===== config.mk =====
export PLATFORM = sky130hd
export DESIGN_NAME = gpio_debounce_flat
export DESIGN_NICKNAME = d
export VERILOG_FILES = /design/src/rtl/gpio_debounce_if.sv /design/src/rtl/gpio_debounce.sv /design/src/flat_wrapper.sv
export SDC_FILE = /design/constraint.sdc
export NUM_CORES = 1
export LEC_CHECK = 0
export ABC_AREA = 1
export BUFFER_PORTS_ARGS = -buffer_cell sky130_fd_sc_hd__buf_2
export CAP_MARGIN = 15
export CORE_UTILIZATION = 45
export DETAILED_ROUTE_END_ITERATION = 16
export PLACE_DENSITY = 0.7
export SLEW_MARGIN = 10
export SYNTH_ARGS = -nofsm -noshare
export SYNTH_HDL_FRONTEND = slang
export SYNTH_SLANG_ARGS = --single-unit

===== constraint.sdc =====
create_clock -name clk -period 1.7 [get_ports clk]
set_clock_uncertainty 0.1 [all_clocks]
set_input_delay 0.17 -clock clk [delete_from_list [all_inputs] [get_ports clk]]
set_output_delay 0.17 -clock clk [all_outputs]
set_load 0.03 [all_outputs]

===== src/rtl/gpio_debounce_if.sv =====
// GPIO debounce signal bundle: raw inputs, configuration and interrupt controls
// (master side) plus debounced levels, edge pulses and pending flags (slave side).
interface gpio_debounce_if #(
    parameter int GW = 32,
    parameter int PW = 16,
    parameter int CW = 8
);
    logic [GW-1:0] gpio_i;
    logic [PW-1:0] cfg_pre;
    logic [CW-1:0] cfg_thr;
    logic [GW-1:0] irq_rise_en;
    logic [GW-1:0] irq_fall_en;
    logic [GW-1:0] pnd_clr;
    logic [GW-1:0] gpio_d;
    logic [GW-1:0] rise;
    logic [GW-1:0] fall;
    logic [GW-1:0] pnd;
    logic          irq;

    modport master (
        output gpio_i, cfg_pre, cfg_thr, irq_rise_en, irq_fall_en, pnd_clr,
        input  gpio_d, rise, fall, pnd, irq
    );

    modport slave (
        input  gpio_i, cfg_pre, cfg_thr, irq_rise_en, irq_fall_en, pnd_clr,
        output gpio_d, rise, fall, pnd, irq
    );
endinterface


===== src/rtl/gpio_debounce.sv =====
// Per-bit GPIO debouncer: a shared prescaler tick advances a per-bit counter while
// the input disagrees with the debounced level; edges raise sticky pending flags.
module gpio_debounce #(
    parameter int             GW      = 32,
    parameter int             PW      = 16,
    parameter int             CW      = 8,
    parameter logic [GW-1:0]  RST_VAL = '0
) (
    input  logic             clk,
    input  logic             rst,
    gpio_debounce_if.slave   bus
);
    logic [PW-1:0] pcnt;
    logic          tick;
    logic [CW-1:0] cnt [GW];
    logic [GW-1:0] level;
    logic [GW-1:0] rise_r;
    logic [GW-1:0] fall_r;
    logic [GW-1:0] pend;
    logic [GW-1:0] mism;
    logic [GW-1:0] flip;

    // >= rather than == so a lowered period ticks at once instead of wrapping.
    assign tick = (pcnt >= bus.cfg_pre);

    always_ff @(posedge clk or negedge rst) begin
        if (!rst) begin
            pcnt <= '0;
        end else if (tick) begin
            pcnt <= '0;
        end else begin
            pcnt <= pcnt + 1'b1;
        end
    end

    always_comb begin
        mism = bus.gpio_i ^ level;
        flip = '0;
        for (int i = 0; i < GW; i++) begin
            flip[i] = mism[i] & tick & (cnt[i] >= bus.cfg_thr);
        end
    end

    // The counter only increments while below the threshold, so it can never wrap.
    always_ff @(posedge clk or negedge rst) begin
        if (!rst) begin
            for (int i = 0; i < GW; i++) begin
                cnt[i] <= '0;
            end
        end else begin
            for (int i = 0; i < GW; i++) begin
                if (!mism[i]) begin
                    cnt[i] <= '0;
                end else if (tick) begin
                    cnt[i] <= flip[i] ? '0 : cnt[i] + 1'b1;
                end
            end
        end
    end

    always_ff @(posedge clk or negedge rst) begin
        if (!rst) begin
            level  <= RST_VAL;
            rise_r <= '0;
            fall_r <= '0;
            pend   <= '0;
        end else begin
            level  <= level ^ flip;
            rise_r <= flip & bus.gpio_i;
            fall_r <= flip & ~bus.gpio_i;
            // Set terms are ORed after the clear so a coincident edge wins.
            pend   <= (pend & ~bus.pnd_clr)
                    | (rise_r & bus.irq_rise_en)
                    | (fall_r & bus.irq_fall_en);
        end
    end

    assign bus.gpio_d = level;
    assign bus.rise   = rise_r;
    assign bus.fall   = fall_r;
    assign bus.pnd    = pend;
    assign bus.irq    = |pend;
endmodule


===== src/flat_wrapper.sv =====
// flat-port wrapper written by rule: the top's interface ports become plain ports
module gpio_debounce_flat 
#(
    parameter int             GW      = 32,
    parameter int             PW      = 16,
    parameter int             CW      = 8,
    parameter logic [GW-1:0]  RST_VAL = '0
)
  (clk, rst, bus_gpio_i, bus_cfg_pre, bus_cfg_thr, bus_irq_rise_en, bus_irq_fall_en, bus_pnd_clr, bus_gpio_d, bus_rise, bus_fall, bus_pnd, bus_irq);
  gpio_debounce_if #(.GW(GW), .PW(PW), .CW(CW)) bus_i ();
  input  logic clk;
  input  logic rst;
  input wire logic [$bits(bus_i.gpio_i)-1:0] bus_gpio_i;
  input wire logic [$bits(bus_i.cfg_pre)-1:0] bus_cfg_pre;
  input wire logic [$bits(bus_i.cfg_thr)-1:0] bus_cfg_thr;
  input wire logic [$bits(bus_i.irq_rise_en)-1:0] bus_irq_rise_en;
  input wire logic [$bits(bus_i.irq_fall_en)-1:0] bus_irq_fall_en;
  input wire logic [$bits(bus_i.pnd_clr)-1:0] bus_pnd_clr;
  output wire logic [$bits(bus_i.gpio_d)-1:0] bus_gpio_d;
  output wire logic [$bits(bus_i.rise)-1:0] bus_rise;
  output wire logic [$bits(bus_i.fall)-1:0] bus_fall;
  output wire logic [$bits(bus_i.pnd)-1:0] bus_pnd;
  output wire logic [$bits(bus_i.irq)-1:0] bus_irq;
  assign bus_i.gpio_i = bus_gpio_i;
  assign bus_i.cfg_pre = bus_cfg_pre;
  assign bus_i.cfg_thr = bus_cfg_thr;
  assign bus_i.irq_rise_en = bus_irq_rise_en;
  assign bus_i.irq_fall_en = bus_irq_fall_en;
  assign bus_i.pnd_clr = bus_pnd_clr;
  assign bus_gpio_d = bus_i.gpio_d;
  assign bus_rise = bus_i.rise;
  assign bus_fall = bus_i.fall;
  assign bus_pnd = bus_i.pnd;
  assign bus_irq = bus_i.irq;
  gpio_debounce #(.GW(GW), .PW(PW), .CW(CW), .RST_VAL(RST_VAL)) u_core (.clk(clk), .rst(rst), .bus(bus_i));
endmodule

==> results of run 1 <==
[where the power goes]
group | switching (W) | internal [W]
clock network | 0.00431 | 0.00598
logic | 0.00348 | 0.00314
registers | 0.000229 | 0.00981
total | 0.00802 | 0.0189
[what timing repair did]
item                       CTS  global route
hold endpoints to repair   684             0
setup endpoints to repair  369           369
hold buffers                99             0
buffers inserted            53            14
pin swaps                  275           200
gates resized for setup    239           118
gates cloned                23             2
[layout by cell type (no fill, tap or decap), drive strengths merged]
master	count
o21bai	32
nand4	236
dlygate4sd3	99
bufbuf	1
o21ai	3
xnor2	57
bufinv	2
clkinv	12
nor3	19
o211ai	32
clkbuf	73
a21oi	105
dfrtp	400
buf	775
nand3b	64
inv	296
ha	305
clkinvlp	9
nand3	284
nor3b	2
xor2	170
nor2	294
nor4	3
o21a	32
nand2	896
[worst max path at each step]
stage / start / endpoint
finish: u_core.pcnt[2] / u_core.bus.gpio_d[20]
global route: u_core.pcnt[2] / u_core.bus.gpio_d[19]
CTS: u_core.bus.pnd[1] / bus_irq
detailed placement: u_core.pcnt[7] / u_core.cnt[32]
global placement: u_core.pcnt[7] / u_core.cnt[38]
floorplan: u_core.pcnt[7] / u_core.bus.gpio_d[10]
[state kept, by name (all words and copies together), names as in the netlist]
| name | count |
|---|---|
| u_core.cnt | 256 |
| u_core.bus.fall | 32 |
| u_core.bus.pnd | 32 |
| u_core.pcnt | 16 |
| u_core.bus.rise | 32 |
| u_core.bus.gpio_d | 32 |
[stage by stage]
step                      hold WS [ns]  utilization [%]  cell area (um2)
final                            0.179             63.5            37500
after global routing             0.179             63.5            37500
after CTS                        0.148             62.7            37000
after detailed placement        -0.114             55.0            32400
after global placement          -0.112             55.0            32400
after floorplan                 -0.226                -            27000
[layer usage]
metal	global-route usage (%)	wire length, um	vias to the layer above
met4	7.17	2080	2
met3	3.21	3070	151
met5	0	10	-
met2	44.4	38500	589
met1	31.9	34000	12300
li1	-	-	12800
[kinds of logic (layout without fill, tap and decap cells)]
group,count (synthesis),in the layout,synth area share [%]
AOI/OAI and AO/OA,204,204,4.71
xor gates and xnor gates,227,227,7.40
adders and majority gates,305,305,14.2
buffers and inverters,373,1267,5.87
DFF,400,400,37.2
and+or+nand+nor,1798,1798,30.6
[critical path, stage by stage, from the launching register on]
cell and delay (ns):
dfrtp_1 0.43, ha_4 0.30, nand2_1 0.05, inv_1 0.06, nand2_1 0.06, nand2_1 0.07
nand2_1 0.06, nand2_1 0.11, nand2_2 0.11, nand2_8 0.12, buf_8 0.14, buf_12 0.15
buf_8 0.14, buf_16 0.14, nand3_4 0.08, nand2_2 0.07, nand2_1 0.05
[area by class of cell]
class / count / share of cell area, %
clock buffers: 71 / 3.70
clock inverters: 18 / 0.467
inverters: 301 / 3.08
multi-input cells: 2534 / 43.5
flip-flops and latches: 400 / 26.7
well taps: 773 / 2.58
repair buffers: 877 / 20.0
==> impl_metrics.env, run 1 <==
export IMPL_status="complete, but fails checks"
export IMPL_violations="setup timing"
export IMPL_worstSetupPathType="reg -> reg"
export IMPL_grt_use_total_pct=25.1
export IMPL_critical_path_required_ns=2.08
export IMPL_grt_setup_unrepaired="yes"
export IMPL_worstPathMaxFanout=7
export IMPL_final_seq_area_um2=10000
export IMPL_antenna_found_initial=1
export IMPL_synth_top_area_share_pct=37.2
export IMPL_ys_async_sr_fraction_pct=100
export IMPL_floorplan_initialDensity_pct=45.5
export IMPL_cts_buffers=48
export IMPL_cts_sinks=400
export IMPL_synth_largest_area_cell="dfrtp_1"
export IMPL_period_share_pct=139
export IMPL_synthCells=3307
export IMPL_rrSetupSlack_ns=-0.67
export IMPL_hp_class="in -> reg"
export IMPL_rr_endpoint="u_core.bus.gpio_d[20]"
export IMPL_min_period_ns=2.37
export IMPL_synth_main_ff_cell="dfrtp_1"
export IMPL_post_synth_top_count_cell="nand2_1"
export IMPL_clk_pin_slew_ns=0.06
export IMPL_setup_viol=369
export IMPL_die_height_um=246
export IMPL_pre_cts_slack_ns=-0.553
export IMPL_via_per_inst=5.20
export IMPL_num_fill_cells=4721
export IMPL_grt_remaining_overflow=0
export IMPL_max_cap_violations=0
export IMPL_syn_num_nets=3766
export IMPL_arrival_ns=2.75
export IMPL_ir_drop_uv=746
export IMPL_ant_nets=0
export IMPL_setup_slack_ns=-0.671
export IMPL_synth_seq_area_share_pct=37.2
export IMPL_tns_ns=-200.94
export IMPL_end_kind="flop"
export IMPL_wl_per_cell_um=15.6
export IMPL_cellPowerDensity_nw_per_um2=719
export IMPL_synth_avg_cell_area_um2=8.13
export IMPL_grt_pass1_wl_mm=125
export IMPL_multi_input_area_um2=16300
export IMPL_io_buffers=282
export IMPL_drtIter0Drc=1573
export IMPL_hp_start="bus_gpio_i[25]"
export IMPL_worstMarginPinSlew_ns=0.692
export IMPL_syn_to_final_growth_pct=39.5
export IMPL_r2r_start="u_core.pcnt[2]"
export IMPL_clock_fmax_mhz=422
export IMPL_dpl_hpwl_mm=49.7
export IMPL_die_w_um=246
export IMPL_reg2reg_depth=16
export IMPL_dpl_cell_count=4705
export IMPL_finalHoldViolCount=0
export IMPL_diodes=0
export IMPL_io_pin_count=283
export IMPL_synth_common_cells="nand2_1, dfrtp_1, ha_1"
export IMPL_p_leak_nw=21.1
export IMPL_cts_root_buf="clkbuf_16"
export IMPL_synth_edff_count=0
export IMPL_synth_cell_type_count=33
export IMPL_grt_pass1_vias=25600
export IMPL_slew_limit_headroom_pct=53.8
export IMPL_first_pass_iters=5
export IMPL_grt_max_degree=104
export IMPL_stdcell_count=4974
export IMPL_wl_mm=77.6
export IMPL_insertion_delay_ns=0.62
export IMPL_finalWeightedCongestion=0.845
export IMPL_rows=89
export IMPL_cts_buffer_depth=3
export IMPL_slew_viol_final=0
export IMPL_vias=25900
export IMPL_yosys_warnings=0
export IMPL_cts_tree="done"
export IMPL_startpoint_type="flop"
export IMPL_yosys_top_cells_area="dfrtp_1, ha_1, nand2_1"
export IMPL_coreArea_um2=59000
export IMPL_fin_nets=4621
export IMPL_drc_errors=0
export IMPL_syn_area_um2=26900
export IMPL_power_w=0.0269
export IMPL_h_tree_depth=2
export IMPL_hold_depth=3
export IMPL_hold_end="u_core.bus.fall[25]"
export IMPL_final_layout_size_suffix_gt1_share_pct=26.3
export IMPL_ys_ff_latch=400
export IMPL_dieArea_um2=60700
No activity file was read; power rests on OpenSTA's default activity.
==> run 2, diff against run 1 <==
--- a/config.mk
+++ b/config.mk
@@ -11,6 +11,7 @@
 export CORE_UTILIZATION = 45
 export DETAILED_ROUTE_END_ITERATION = 16
 export PLACE_DENSITY = 0.7
+export SKIP_CTS_REPAIR_TIMING = 1
 export SLEW_MARGIN = 10
 export SYNTH_ARGS = -nofsm -noshare
 export SYNTH_HDL_FRONTEND = slang
==> run 2 against run 1 <==
  * The run still ends with setup timing left
  * Sequential power barely moved
  * Global-route usage fell by 2.6 points
  * Count of clock-buffer cells in the layout did not move
  * Sequential cell count did not move
  * Worst hold slack got worse by 0.15 ns
  * Register-to-register slack improved by 0.04 ns
  * Largest power group unchanged
  * Non-clock buffer count rose by 4
==> impl_metrics.env, run 2 (synthesis results as in run 1) <==
export IMPL_cts_tree="done"
export IMPL_worstMarginPinSlew_ns=0.648
export IMPL_floorplan_initialDensity_pct=45.5
export IMPL_p_leak_nw=21.1
export IMPL_stdcell_count=4979
export IMPL_via_per_inst=5.18
export IMPL_startpoint_type="flop"
export IMPL_grt_remaining_overflow=0
export IMPL_grt_use_total_pct=22.5
export IMPL_wl_per_cell_um=15.4
export IMPL_power_w=0.0265
export IMPL_end_kind="primary output"
export IMPL_switchingPower_w=0.00786
export IMPL_max_cap_violations=0
export IMPL_status="complete, but fails checks"
export IMPL_hp_class="in -> async"
export IMPL_largest_reg_flops=256
export IMPL_period_share_pct=137
export IMPL_grt_pass1_wl_mm=113
export IMPL_cpPeakStageDelay_ns=0.38
export IMPL_rows=89
export IMPL_dpl_hpwl_mm=49.7
export IMPL_clock_fmax_mhz=428
export IMPL_finalHoldViolCount=0
export IMPL_ir_drop_uv=732
export IMPL_first_pass_iters=6
export IMPL_diodes=0
export IMPL_drc_errors=0
export IMPL_h_tree_depth=2
export IMPL_coreArea_um2=59000
export IMPL_antenna_found_initial=1
export IMPL_vias=25800
export IMPL_clk_pin_slew_ns=0.06
export IMPL_setup_slack_ns=-0.635
export IMPL_grt_setup_unrepaired="yes"
export IMPL_final_layout_size_suffix_gt1_share_pct=25.2
export IMPL_cellInternalPower_w=0.0186
export IMPL_io_pin_count=283
export IMPL_fin_util_pct=62.7
export IMPL_dpl_cell_area_um2=32400
export IMPL_die_height_um=246
export IMPL_syn_to_final_growth_pct=37.8
export IMPL_wl_mm=76.8
export IMPL_grt_pass1_vias=23700
export IMPL_min_period_ns=2.33
export IMPL_fin_nets=4626
export IMPL_finalWeightedCongestion=0.845
export IMPL_setup_viol=369
export IMPL_largest_register="u_core.cnt"
export IMPL_slew_limit_headroom_pct=56.8
export IMPL_worstSetupPathType="reg -> out"
export IMPL_cts_root_buf="clkbuf_16"
export IMPL_cts_sinks=400
export IMPL_io_buffers=282
export IMPL_crit_chain="inv_2 > nand4_1 > buf_6 > nor4_4 > buf_4 > nand3_2 > buf_6"
export IMPL_cellPowerDensity_nw_per_um2=716
export IMPL_cts_buffer_depth=3
export IMPL_ant_nets=0
export IMPL_clkPwrFrac_pct=38.9
export IMPL_critical_path_required_ns=1.43
export IMPL_die_w_um=246
export IMPL_dpl_cell_count=4705
export IMPL_worstPathMaxFanout=2
export IMPL_slew_viol_final=0
export IMPL_dieArea_um2=60700
export IMPL_arrival_ns=2.06
export IMPL_cp_common_cell="buf_6"
export IMPL_insertion_delay_ns=0.62
export IMPL_layout_commonest_cell="nand2_1"
export IMPL_grt_max_degree=104
export IMPL_p_sw_share_pct=29.6
export IMPL_layout_common_cells="nand2_1, dfrtp_1, buf_4"
export IMPL_seq_power_share_pct=37.9
export IMPL_cts_buffers=48
export IMPL_critPathSlowestCell="dfrtp_1"
export IMPL_tns_ns=-178.80
export IMPL_finish_instance_area_um2=37000
export IMPL_violations="setup timing"
export IMPL_comb_power_share_pct=23.2
export IMPL_drtIter0Drc=1495
==> run 2: layout make-up <==
| type | count | area [um2] |
|---|---|---|
| Clock buffer | 71 | 1390 |
| Clock inverter | 18 | 175 |
| Fill cell | 4819 | 22000 |
| Inverter | 301 | 1160 |
| Multi-Input combinational cell | 2535 | 16000 |
| Sequential cell | 400 | 10000 |
| Tap cell | 773 | 967 |
| Timing Repair Buffer | 881 | 7310 |
==> run 2: worst paths after layout <==
path | start | to | slack, ns | cells past startpoint
max in group asynchronous | rst | u_core.cnt[107] | 0.77 | 3
worst max-delay path | u_core.bus.pnd[1] | bus_irq | -0.63 | 7
min in group clk | bus_gpio_i[25] | u_core.bus.fall[25] | 0.18 | 3
worst min-delay path | rst | u_core.cnt[62] | 0.03 | 3
worst min register to register | u_core.bus.gpio_d[29] | u_core.bus.gpio_d[29] | 0.41 | 2
worst max register to register | u_core.pcnt[6] | u_core.bus.gpio_d[15] | -0.63 | 15
==> run 2: stage by stage <==
step	hold WS, ns	setup WS [ns]
floorplan	-0.226	-0.198
global placement	-0.112	-0.509
detailed placement	-0.114	-0.553
CTS	-0.747	-0.821
global route	0.0340	-0.727
finish	0.0267	-0.635
==> run 2: power groups by stage <==
stage          sequential [W]  clock, W  combinational, W
2_1_floorplan          0.0103         0           0.00242
3_3_place_gp           0.0102         0           0.00434
3_5_place_dp           0.0102         0           0.00444
4_1_cts                0.0100    0.0105           0.00446
5_1_grt                0.0101    0.0109           0.00668
6_report               0.0100    0.0103           0.00615
==> run 2: critical path, delay by kind of cell (launching register included) <==
| family | cells | cell delay, ns |
|---|---|---|
| buffers and inverters | 4 | 0.63 |
| AND/OR/NAND/NOR | 3 | 0.46 |
| flip-flops | 1 | 0.38 |
==> run 2: routing by layer <==
metal  part of all wire [%]  wire, um  global-route usage (%)  up-vias
met5                  0.013        10                       0        -
met4                    2.1      1600                    5.16        2
met3                    3.7      2830                    2.75      126
met2                     50     38100                    39.1      526
met1                     45     34300                    29.7    12300
li1                       -         -                       -    12800
==> run 3, diff against run 2 <==
--- a/config.mk
+++ b/config.mk
@@ -16,3 +16,4 @@
 export SYNTH_ARGS = -nofsm -noshare
 export SYNTH_HDL_FRONTEND = slang
 export SYNTH_SLANG_ARGS = --single-unit
+export TNS_END_PERCENT = 10
==> run 3 against run 2 <==
  * The run still ends with setup timing left
  * Via count down 1.2%
  * Critical path depth down 1
  * Die area unchanged
  * Count of clock-buffer cells in the layout down 6
  * Final area down 0.94%
  * Global-route usage up 0.24 points
  * Total power up 2.0%
  * Non-clock buffer count down 4
  * Wire length down 3.8%
  * Fmax down 2.8%
  * Critical path type unchanged
  * Largest power group unchanged
==> impl_metrics.env, run 3 (synthesis results as in run 1) <==
export IMPL_wl_per_cell_um=14.8
export IMPL_cts_root_buf="clkbuf_16"
export IMPL_cts_buffer_depth=3
export IMPL_layout_common_cells="nand2_1, dfrtp_1, buf_4"
export IMPL_first_pass_iters=5
export IMPL_wl_met2_mm=35.8
export IMPL_arrival_ns=2.13
export IMPL_critical_path_required_ns=1.43
export IMPL_ir_drop_uv=803
export IMPL_insertion_delay_ns=0.60
export IMPL_cpPeakStageDelay_ns=0.40
export IMPL_die_w_um=246
export IMPL_top_layer_used="met4"
export IMPL_drt_met1_wl_mm=32.9
export IMPL_critPathSlowestCell="dfrtp_1"
export IMPL_floorplan_initialDensity_pct=45.5
export IMPL_drtIter0Drc=1425
export IMPL_wl_mm=73.8
export IMPL_diodes=0
export IMPL_clk_pin_slew_ns=0.06
export IMPL_grt_use_total_pct=22.7
export IMPL_drc_errors=0
export IMPL_dpl_cell_area_um2=32700
export IMPL_die_height_um=246
export IMPL_worstMarginPinSlew_ns=0.520
export IMPL_ant_nets=0
export IMPL_dieArea_um2=60700
export IMPL_coreArea_um2=59000
export IMPL_io_buffers=282
export IMPL_antenna_found_initial=0
export IMPL_worstPathMaxFanout=2
export IMPL_switchingPower_w=0.00768
export IMPL_dpl_cell_count=4740
export IMPL_end_kind="primary output"
export IMPL_p_sw_share_pct=28.4
export IMPL_stdcell_count=4974
export IMPL_comb_power_share_pct=21.7
export IMPL_violations="setup timing"
export IMPL_grt_setup_unrepaired="yes"
export IMPL_via_per_inst=5.12
export IMPL_clkPwrFrac_pct=41.2
export IMPL_finalWeightedCongestion=0.850
export IMPL_grt_remaining_overflow=0
export IMPL_layout_commonest_cell="nand2_1"
export IMPL_min_period_ns=2.40
export IMPL_cellInternalPower_w=0.0193
export IMPL_grt_max_degree=88
export IMPL_grt_pass1_vias=24000
export IMPL_cts_sinks=400
export IMPL_h_tree_depth=2
export IMPL_rows=89
export IMPL_crit_chain="inv_2 > nand4_1 > nor4_2 > buf_4 > nand3_2 > buf_6"
export IMPL_worstSetupPathType="reg -> out"
export IMPL_p_leak_nw=21.0
export IMPL_startpoint_type="flop"
export IMPL_setup_viol=369
export IMPL_setup_slack_ns=-0.702
export IMPL_cellPowerDensity_nw_per_um2=737
export IMPL_cts_buffers=48
export IMPL_hold_worst_slack_ns=0.0800
export IMPL_finish_instance_area_um2=36700
export IMPL_status="complete, but fails checks"
export IMPL_largest_register="u_core.cnt"
export IMPL_syn_to_final_growth_pct=36.5
export IMPL_io_pin_count=283
export IMPL_crit_buf_inv=3
export IMPL_final_layout_size_suffix_gt1_share_pct=24.1
export IMPL_slew_viol_final=0
export IMPL_clock_fmax_mhz=416
export IMPL_period_share_pct=141
export IMPL_max_cap_violations=0
export IMPL_slew_limit_headroom_pct=65.2
export IMPL_seq_power_share_pct=37.1
export IMPL_cp_top_family="simple AND/OR/NAND/NOR gates"
export IMPL_pre_cts_slack_ns=-0.484
export IMPL_vias=25500
export IMPL_largest_reg_flops=256
export IMPL_hp_class="in -> async"
export IMPL_dpl_hpwl_mm=50.3
export IMPL_wl_met3_mm=3.13
export IMPL_cts_tree="done"
export IMPL_fin_nets=4621
export IMPL_finalHoldViolCount=0
export IMPL_grt_pass1_wl_mm=114
## run 3: cell type report
cell class	count	area, um2
Clock buffer	65	1350
Clock inverter	24	350
Fill cell	4848	22300
Inverter	301	1160
Multi-Input combinational cell	2534	15700
Sequential cell	400	10000
Tap cell	773	967
Timing Repair Buffer	877	7140
## run 3: per-layer routing
metal / track usage [%] / vias to the layer above
li1: - / 12800
met1: 29.7 / 12000
met2: 39.0 / 538
met3: 3.17 / 141
met4: 6.63 / 0
met5: 0 / -
## run 3: worst paths after layout
kind,depth (start not counted),slack [ns],endpoint,start
setup / recovery,6,-0.70,bus_irq,u_core.bus.pnd[0]
hold / removal,3,0.08,u_core.cnt[82],rst
setup reg to reg,13,-0.66,u_core.cnt[64],u_core.pcnt[11]
hold reg to reg,2,0.41,u_core.bus.gpio_d[0],u_core.bus.gpio_d[0]
max in group asynchronous,3,0.75,u_core.cnt[149],rst
min in group clk,3,0.21,u_core.bus.fall[28],bus_gpio_i[28]
## run 3: per-stage QoR
step	total power (W)	TNS (ns)	util [%]
after floorplan	0.0126	-58.93	-
after global placement	0.0147	-131.36	55.4
after detailed placement	0.0148	-143.83	55.4
after CTS	0.0260	-154.30	58.3
after global routing	0.0282	-223.48	62.2
final	0.0270	-193.27	62.2
## run 3: power groups by stage
stage / Clock [W] / Combinational [W] / Sequential, W
3_3_place_gp: 0 / 0.00452 / 0.0102
4_1_cts: 0.0114 / 0.00465 / 0.0100
2_1_floorplan: 0 / 0.00235 / 0.0103
3_5_place_dp: 0 / 0.00462 / 0.0102
6_report: 0.0111 / 0.00585 / 0.0100
5_1_grt: 0.0118 / 0.00640 / 0.0101
## run 3: worst reg2reg max path, stage by stage, from the launching register on
cell	delay, ns
dfrtp_1	0.43
ha_4	0.24
a21oi_1	0.15
o21ai_1	0.11
a21oi_2	0.13
buf_4	0.15
nand2_8	0.07
buf_16	0.17
buf_16	0.18
buf_12	0.14
buf_6	0.11
nor2_4	0.17
nand2_1	0.10
nand2_1	0.08
